===== config.mk =====
export PLATFORM = sky130hd
export DESIGN_NAME = dtree_seq_ctrl
export DESIGN_NICKNAME = d
export VERILOG_FILES = /design/src/rtl/dtree_seq_ctrl.sv
export SDC_FILE = /design/constraint.sdc
export NUM_CORES = 1
export LEC_CHECK = 0
export CAP_MARGIN = 10
export CORE_MARGIN = 2
export CORE_UTILIZATION = 30
export DETAILED_ROUTE_END_ITERATION = 10
export HOLD_SLACK_MARGIN = 0.08
export PLACE_DENSITY_LB_ADDON = 0.05
export SETUP_SLACK_MARGIN = 0.2
export SYNTH_ARGS = -nofsm -noshare
export SYNTH_HDL_FRONTEND = slang
export SYNTH_SLANG_ARGS = --single-unit
export TNS_END_PERCENT = 30

===== constraint.sdc =====
create_clock -name clk -period 5.7 [get_ports clk]
set_clock_uncertainty 0.1 [all_clocks]
set_input_delay 0.57 -clock clk [delete_from_list [all_inputs] [get_ports clk]]
set_output_delay 0.57 -clock clk [all_outputs]
set_load 0.02 [all_outputs]

===== src/rtl/dtree_seq_ctrl.sv =====
`default_nettype none
// ============================================================================
// Module   : dtree_seq_ctrl
// Purpose  : Sequential decision-tree classifier. A programmable node table
//            is walked one node per cycle with a single shared comparator
//            until a leaf, an invalid feature index or the loop guard ends
//            the walk. The result is held until the consumer accepts it.
// Ports    : clk, rst_n              - clock, async active-low reset
//            cfg_we_i/addr_i/data_i  - node-table write port (IDLE only)
//            cfg_ready_o             - table may be written
//            in_valid_i/in_ready_o   - feature-vector handshake
//            feat_in_i               - packed 8-bit features, k at [8k+7:8k]
//            out_valid_o/out_ready_i - result handshake
//            out_class_o, out_err_o, out_steps_o - result fields
// Revision : 1.0 - initial release
// ============================================================================
module dtree_seq_ctrl #(
  parameter int NFEAT   = 7,
  parameter int NODES   = 16,
  parameter int CLASS_W = 5
) (
  input  logic                 clk,
  input  logic                 rst_n,
  input  logic                 cfg_we_i,
  input  logic [3:0]           cfg_addr_i,
  input  logic [27:0]          cfg_data_i,
  output logic                 cfg_ready_o,
  input  logic                 in_valid_i,
  output logic                 in_ready_o,
  input  logic [8*NFEAT-1:0]   feat_in_i,
  output logic                 out_valid_o,
  input  logic                 out_ready_i,
  output logic [CLASS_W-1:0]   out_class_o,
  output logic                 out_err_o,
  output logic [4:0]           out_steps_o
);

  typedef enum logic [1:0] {
    S_IDLE = 2'd0,
    S_WALK = 2'd1,
    S_DONE = 2'd2
  } state_t;

  // Feature indices at or above this value abort the walk.
  localparam logic [3:0] NFEAT_LIM = (NFEAT >= 8) ? 4'd8 : 4'(NFEAT);
  localparam logic [5:0] GUARD     = 6'(NODES);

  state_t               state_q;
  logic [3:0]           ptr_q;
  logic [4:0]           steps_q;
  logic [8*NFEAT-1:0]   feat_q;
  logic                 out_valid_q;
  logic [CLASS_W-1:0]   out_class_q;
  logic                 out_err_q;
  logic [4:0]           out_steps_q;

  logic [27:0]          table_q [NODES];

  // Node-table memory: no reset, written only while IDLE.
  always_ff @(posedge clk) begin
    if (state_q == S_IDLE && cfg_we_i) begin
      table_q[cfg_addr_i] <= cfg_data_i;
    end
  end

  // Current node fields.
  logic [27:0] node_d;
  logic        leaf_d;
  logic [2:0]  idx_d;
  logic [2:0]  sel_d;
  logic [7:0]  thr_d;
  logic [3:0]  tnext_d;
  logic [3:0]  fnext_d;
  logic [4:0]  cls_d;

  assign node_d  = table_q[ptr_q];
  assign leaf_d  = node_d[27];
  assign idx_d   = node_d[26:24];
  assign sel_d   = node_d[23:21];
  assign thr_d   = node_d[20:13];
  assign tnext_d = node_d[12:9];
  assign fnext_d = node_d[8:5];
  assign cls_d   = node_d[4:0];

  // Unpack features into a fixed 8-entry view; slots beyond NFEAT read 0 and
  // are never used because such indices take the error path.
  logic [7:0] feat_arr_d [8];
  for (genvar k = 0; k < 8; k++) begin : g_feat
    if (k < NFEAT) begin : g_used
      assign feat_arr_d[k] = feat_q[8*k +: 8];
    end else begin : g_unused
      assign feat_arr_d[k] = 8'd0;
    end
  end

  // The single shared comparator.
  logic [7:0] fval_d;
  logic [7:0] shv_d;
  logic       take_t_d;
  logic       idx_bad_d;
  logic [4:0] steps_d;
  logic       guard_hit_d;

  assign fval_d      = feat_arr_d[idx_d];
  assign shv_d       = fval_d >> (3'd7 - sel_d);
  assign take_t_d    = (shv_d <= thr_d);
  assign idx_bad_d   = ({1'b0, idx_d} >= NFEAT_LIM);
  assign steps_d     = (steps_q == 5'd31) ? 5'd31 : steps_q + 5'd1;
  assign guard_hit_d = ({1'b0, steps_d} >= GUARD);

  always_ff @(posedge clk or negedge rst_n) begin
    if (!rst_n) begin
      state_q     <= S_IDLE;
      ptr_q       <= 4'd0;
      steps_q     <= 5'd0;
      feat_q      <= '0;
      out_valid_q <= 1'b0;
      out_class_q <= '0;
      out_err_q   <= 1'b0;
      out_steps_q <= 5'd0;
    end else begin
      case (state_q)
        S_IDLE: begin
          if (in_valid_i) begin
            feat_q  <= feat_in_i;
            ptr_q   <= 4'd0;
            steps_q <= 5'd0;
            state_q <= S_WALK;
          end
        end
        S_WALK: begin
          steps_q <= steps_d;
          if (leaf_d) begin
            out_class_q <= CLASS_W'(cls_d);
            out_err_q   <= 1'b0;
            out_steps_q <= steps_d;
            state_q     <= S_DONE;
          end else if (idx_bad_d || guard_hit_d) begin
            out_class_q <= '0;
            out_err_q   <= 1'b1;
            out_steps_q <= steps_d;
            state_q     <= S_DONE;
          end else begin
            ptr_q <= take_t_d ? tnext_d : fnext_d;
          end
        end
        S_DONE: begin
          // Result fields settle on entry; valid is raised one edge later.
          if (!out_valid_q) begin
            out_valid_q <= 1'b1;
          end else if (out_ready_i) begin
            out_valid_q <= 1'b0;
            state_q     <= S_IDLE;
          end
        end
        default: begin
          state_q <= S_IDLE;
        end
      endcase
    end
  end

  assign in_ready_o  = (state_q == S_IDLE);
  assign cfg_ready_o = (state_q == S_IDLE);
  assign out_valid_o = out_valid_q;
  assign out_class_o = out_class_q;
  assign out_err_o   = out_err_q;
  assign out_steps_o = out_steps_q;

endmodule
`default_nettype wire


==> run_summary.xml <==
<?xml version="1.0" encoding="UTF-8"?>
<metrics>
  <group name="die">
    <metric name="start_util" unit="%">30.4</metric>
    <metric name="die_w" unit="um">270</metric>
    <metric name="chipHeight" unit="um">270</metric>
    <metric name="row_count" unit="">97</metric>
    <metric name="pin_count" unit="">107</metric>
    <metric name="area_of_the_die" unit="sq um">73100</metric>
    <metric name="fp.coreArea" unit="sq um">70100</metric>
  </group>
  <group name="clocking">
    <metric name="ctsHtreeMaxLevel" unit="">2</metric>
    <metric name="root_buffer" unit="">sky130_fd_sc_hd__clkbuf_16</metric>
    <metric name="cts_tree" unit="">done</metric>
    <metric name="cts_buffers" unit="">58</metric>
    <metric name="worstSkewPairLatency" unit="ns">0.63</metric>
    <metric name="clock_sinks" unit="">527</metric>
    <metric name="clock_tree.buffer_depth" unit="">3</metric>
    <metric name="path_clk_slew" unit="ns">0.06</metric>
  </group>
  <group name="global_route">
    <metric name="grt_pass1_vias" unit="">11918</metric>
    <metric name="grt.overflow.total" unit="">0</metric>
    <metric name="gr-usage-all-layers" unit="%">15.9</metric>
    <metric name="first_pass_grt_wire_length" unit="mm">84.7</metric>
    <metric name="number_of_antenna_violations_at_the_first_check_in_global_routing" unit="">0</metric>
    <metric name="grt_max_degree" unit="">82</metric>
  </group>
  <group name="routing">
    <metric name="drt.antenna.violating_nets" unit="">0</metric>
    <metric name="via_count" unit="">11192</metric>
    <metric name="detailedRoute.firstPassIterationCount" unit="">5</metric>
    <metric name="remaining_drc_errors" unit="">0</metric>
    <metric name="drt_first_iter_violations" unit="">937</metric>
    <metric name="drt_wl_total" unit="mm">57.9</metric>
    <metric name="wl_per_cell" unit="um">25.2</metric>
    <metric name="via_per_inst" unit="">4.87</metric>
  </group>
  <group name="outcome">
    <metric name="outcome" unit="">finished, final reports clean</metric>
  </group>
  <group name="critical_path">
    <metric name="crit_slowest_cell" unit="">sky130_fd_sc_hd__mux2i_4</metric>
    <metric name="worstSetupStartpointType" unit="">flop</metric>
    <metric name="critical_path_required" unit="ns">6.09</metric>
    <metric name="worstSetupPathType" unit="">flop to flop</metric>
    <metric name="critPathTopFamily" unit="">multiplexers</metric>
    <metric name="crit_path_end_kind" unit="">flop</metric>
    <metric name="worstPathBufferInverterCount" unit="">1</metric>
    <metric name="timing.critical_path.arrival" unit="ns">5.47</metric>
    <metric name="crit_cells" unit="">17</metric>
    <metric name="timing.critical_path.cells" unit="">mux4_2 &gt; mux2i_2 &gt; mux2i_4 &gt; mux2_2 &gt; o22ai_1 &gt; a211oi_1 &gt; o21a_1 &gt; a211o_1 &gt; ha_1 &gt; o21a_1 &gt; o21a_1 &gt; o21ai_0 &gt; a31oi_1 &gt; buf_4 &gt; mux4_2 &gt; a21oi_1 &gt; a31oi_1</metric>
    <metric name="crit_fanout" unit="">28</metric>
    <metric name="worst_r2r_path_cells" unit="">17</metric>
    <metric name="max_stage_delay" unit="ns">0.83</metric>
    <metric name="path_common_cell" unit="">sky130_fd_sc_hd__o21a_1</metric>
  </group>
  <group name="placement">
    <metric name="globalplace.congestion" unit="">0.801</metric>
    <metric name="detailed_place.area" unit="sq um">23600</metric>
    <metric name="port-buffer-count" unit="">106</metric>
    <metric name="post-dp-hpwl" unit="mm">33.2</metric>
  </group>
  <group name="flow_run">
    <metric name="max_cap_violations" unit="">0</metric>
  </group>
  <group name="pwr">
    <metric name="vdd_drop_max" unit="uV">322</metric>
    <metric name="power.leakage" unit="nW">8.49</metric>
    <metric name="powerDensity" unit="nW/um^2">465</metric>
  </group>
  <group name="timing">
    <metric name="fmax" unit="MHz">197</metric>
    <metric name="final_count_of_pins_violating_max_slew" unit="">0</metric>
    <metric name="finalCriticalPeriod" unit="ns">5.08</metric>
    <metric name="rsz0062_at_grt" unit="">false</metric>
    <metric name="worst_pin_slew" unit="ns">1.03</metric>
    <metric name="slew_headroom" unit="%">30.1</metric>
    <metric name="final.period_utilization" unit="%">89.2</metric>
    <metric name="totalNegativeSetupSlack" unit="ns">0</metric>
    <metric name="total_setup_violations_reported_at_the_end_of_the_flow" unit="">0</metric>
    <metric name="final_hold_viol_count" unit="">0</metric>
  </group>
  <group name="finish">
    <metric name="fin_area" unit="sq um">25500</metric>
    <metric name="area_growth_syn_to_layout" unit="%">19.6</metric>
    <metric name="layout_cell_share_with_drive_strength_beyond_1" unit="%">21.6</metric>
    <metric name="antenna-diode-count" unit="">0</metric>
    <metric name="layout.nets" unit="">1412</metric>
  </group>
  <group name="logic_synthesis">
    <metric name="synthMuxAreaShare" unit="%">16.0</metric>
    <metric name="synth_area_in_adders" unit="%">0.529</metric>
    <metric name="xor_xnor_cell_area_share_of_the_yosys_netlist" unit="%">0.0822</metric>
    <metric name="post_synth_inst_count" unit="">1171</metric>
    <metric name="synth.cell_area" unit="sq um">21300</metric>
    <metric name="post_synth_and_or_nand_nor_area_fraction" unit="%">5.90</metric>
    <metric name="yosysWarningCount" unit="">0</metric>
    <metric name="synth_seq_area_share" unit="%">72.4</metric>
    <metric name="synth_seq_cells" unit="">527</metric>
    <metric name="synth_enable_flop_cells" unit="">448</metric>
    <metric name="synth_area_per_cell" unit="sq um">18.2</metric>
    <metric name="ys_types" unit="">68</metric>
    <metric name="dominant_combinational_cell_family_by_area_after_synthesis" unit="">multiplexers</metric>
    <metric name="synth-compound-area-share" unit="%">3.32</metric>
    <metric name="postSynth.asyncResetShare" unit="%">15.0</metric>
    <metric name="postSynth.topFlopCell" unit="">sky130_fd_sc_hd__edfxtp_1</metric>
    <metric name="synth_nets" unit="">1273</metric>
  </group>
  <group name="hold_path">
    <metric name="hold_path_class" unit="">primary input to asynchronous set/reset pin</metric>
  </group>
</metrics>
state kept, by name (all words and copies together), names as in the netlist:
signal and flops:
feat_q 56, out_class_o 5, out_err_o 1, out_steps_o 5, out_valid_o 1, ptr_q 4, state_q 2, steps_q 5
table_q 448
synthesized netlist by cell type (all sizes together), types with 3 or more instances:
cell       n  area share, %
edfxtp   448             63
nand2    201            3.5
mux4     134             14
dfrtp     79            9.3
buf       33            1.0
clkbuf    26           0.46
nor2      26           0.48
mux2i     23            1.2
nand3     22           0.52
o21ai     20           0.47
inv       12           0.21
mux2      12           0.63
a21o      11           0.39
a21oi      9           0.21
ha         9           0.53
nor2b      9           0.26
nor3       9           0.21
a31oi      8           0.23
a221oi     5           0.21
a32o       5           0.23
nand4      5           0.15
a211oi     4           0.14
nand2b     4           0.12
o211ai     4           0.14
a2111oi    3           0.14
a211o      3           0.13
a311oi     3           0.15
and2       3          0.088
and3       3          0.088
o21a       3           0.11
o22ai      3          0.088
placed cells by master, fill, tap and decap left out, types with 5 or more instances in the layout:
cell type / instances
sky130_fd_sc_hd__a21oi_1: 9
sky130_fd_sc_hd__buf_4: 30
sky130_fd_sc_hd__ha_1: 9
sky130_fd_sc_hd__a31oi_1: 8
sky130_fd_sc_hd__nor3_1: 5
sky130_fd_sc_hd__clkbuf_1: 19
sky130_fd_sc_hd__clkinv_2: 8
sky130_fd_sc_hd__inv_1: 11
sky130_fd_sc_hd__nor2_1: 12
sky130_fd_sc_hd__a21o_1: 11
sky130_fd_sc_hd__nor2_4: 12
sky130_fd_sc_hd__mux2_2: 12
sky130_fd_sc_hd__clkdlybuf4s50_1: 105
sky130_fd_sc_hd__a221oi_1: 5
sky130_fd_sc_hd__clkbuf_16: 59
sky130_fd_sc_hd__edfxtp_1: 448
sky130_fd_sc_hd__nand4_1: 5
sky130_fd_sc_hd__nand2_1: 200
sky130_fd_sc_hd__dfrtp_1: 76
sky130_fd_sc_hd__o21ai_0: 18
sky130_fd_sc_hd__clkinv_1: 10
sky130_fd_sc_hd__mux4_2: 134
sky130_fd_sc_hd__a32o_1: 5
sky130_fd_sc_hd__nor2b_1: 9
sky130_fd_sc_hd__mux2i_1: 19
sky130_fd_sc_hd__nand3_1: 22
per-stage QoR:
step	setup WS, ns	total power, mW	instances	hold WS, ns	util [%]
6_report	0.616	11.8	2298	0.292	36.3
5_1_grt	0.301	12.5	2298	0.294	36.3
4_1_cts	0.537	12.0	2297	0.262	36.3
3_5_place_dp	0.550	8.30	2188	0.361	33.6
3_3_place_gp	0.573	8.31	2188	0.360	33.6
2_1_floorplan	1.08	7.15	1171	0.174	-
power breakdown:
| group | switching, mW | internal [mW] |
|---|---|---|
| sequential | 0.263 | 4.52 |
| combinational | 1.94 | 1.48 |
| clock | 1.53 | 2.11 |
| total | 3.74 | 8.10 |
logic make-up after synthesis:
| family | Yosys count |
|---|---|
| flip-flops | 527 |
| AND/OR/NAND/NOR | 294 |
| multiplexers | 169 |
| AO/OA/AOI/OAI | 98 |
| buffers and inverters | 72 |
| adder cells (fa/ha/maj) | 9 |
| XOR/XNOR | 2 |
cell type report:
cell class | instances | area (sq um)
tap | 940 | 1180
clock buffer | 80 | 1580
clock inverter | 28 | 262
inverter | 13 | 48.8
fill | 6598 | 44700
multi-input combinational | 572 | 5650
timing repair buffer | 138 | 1330
sequential | 527 | 15400
repair_timing:
| item | CTS | global route |
|---|---|---|
| hold endpoints to repair | 18 | 0 |
| endpoints found under the setup margin | 0 | 1 |
| setup buffers | 0 | 1 |
| gates resized for setup | 0 | 3 |
| hold buffers | 1 | 0 |
per-layer routing:
layer	wire length, um	global-route usage (%)
met1	26700	22.2
met2	27500	25.7
met4	1120	4.07
met5	0	0
met3	2550	2.70
worst paths after layout:
kind / endpoint / start / slack, ns
worst min-delay path: out_steps_o[2]$_DFFE_PN0P_ / rst_n / 0.29
worst max-delay path: ptr_q[3]$_DFFE_PN0P_ / ptr_q[2]$_DFFE_PN0P_ / 0.62
min in group clk: feat_q[51]$_DFFE_PN0P_ / feat_in_i[51] / 0.37
worst max register to register: ptr_q[3]$_DFFE_PN0P_ / ptr_q[2]$_DFFE_PN0P_ / 0.62
worst min register to register: feat_q[32]$_DFFE_PN0P_ / feat_q[32]$_DFFE_PN0P_ / 0.38
max in group asynchronous: ptr_q[1]$_DFFE_PN0P_ / rst_n / 4.02
(Power assumes the default switching activity.)
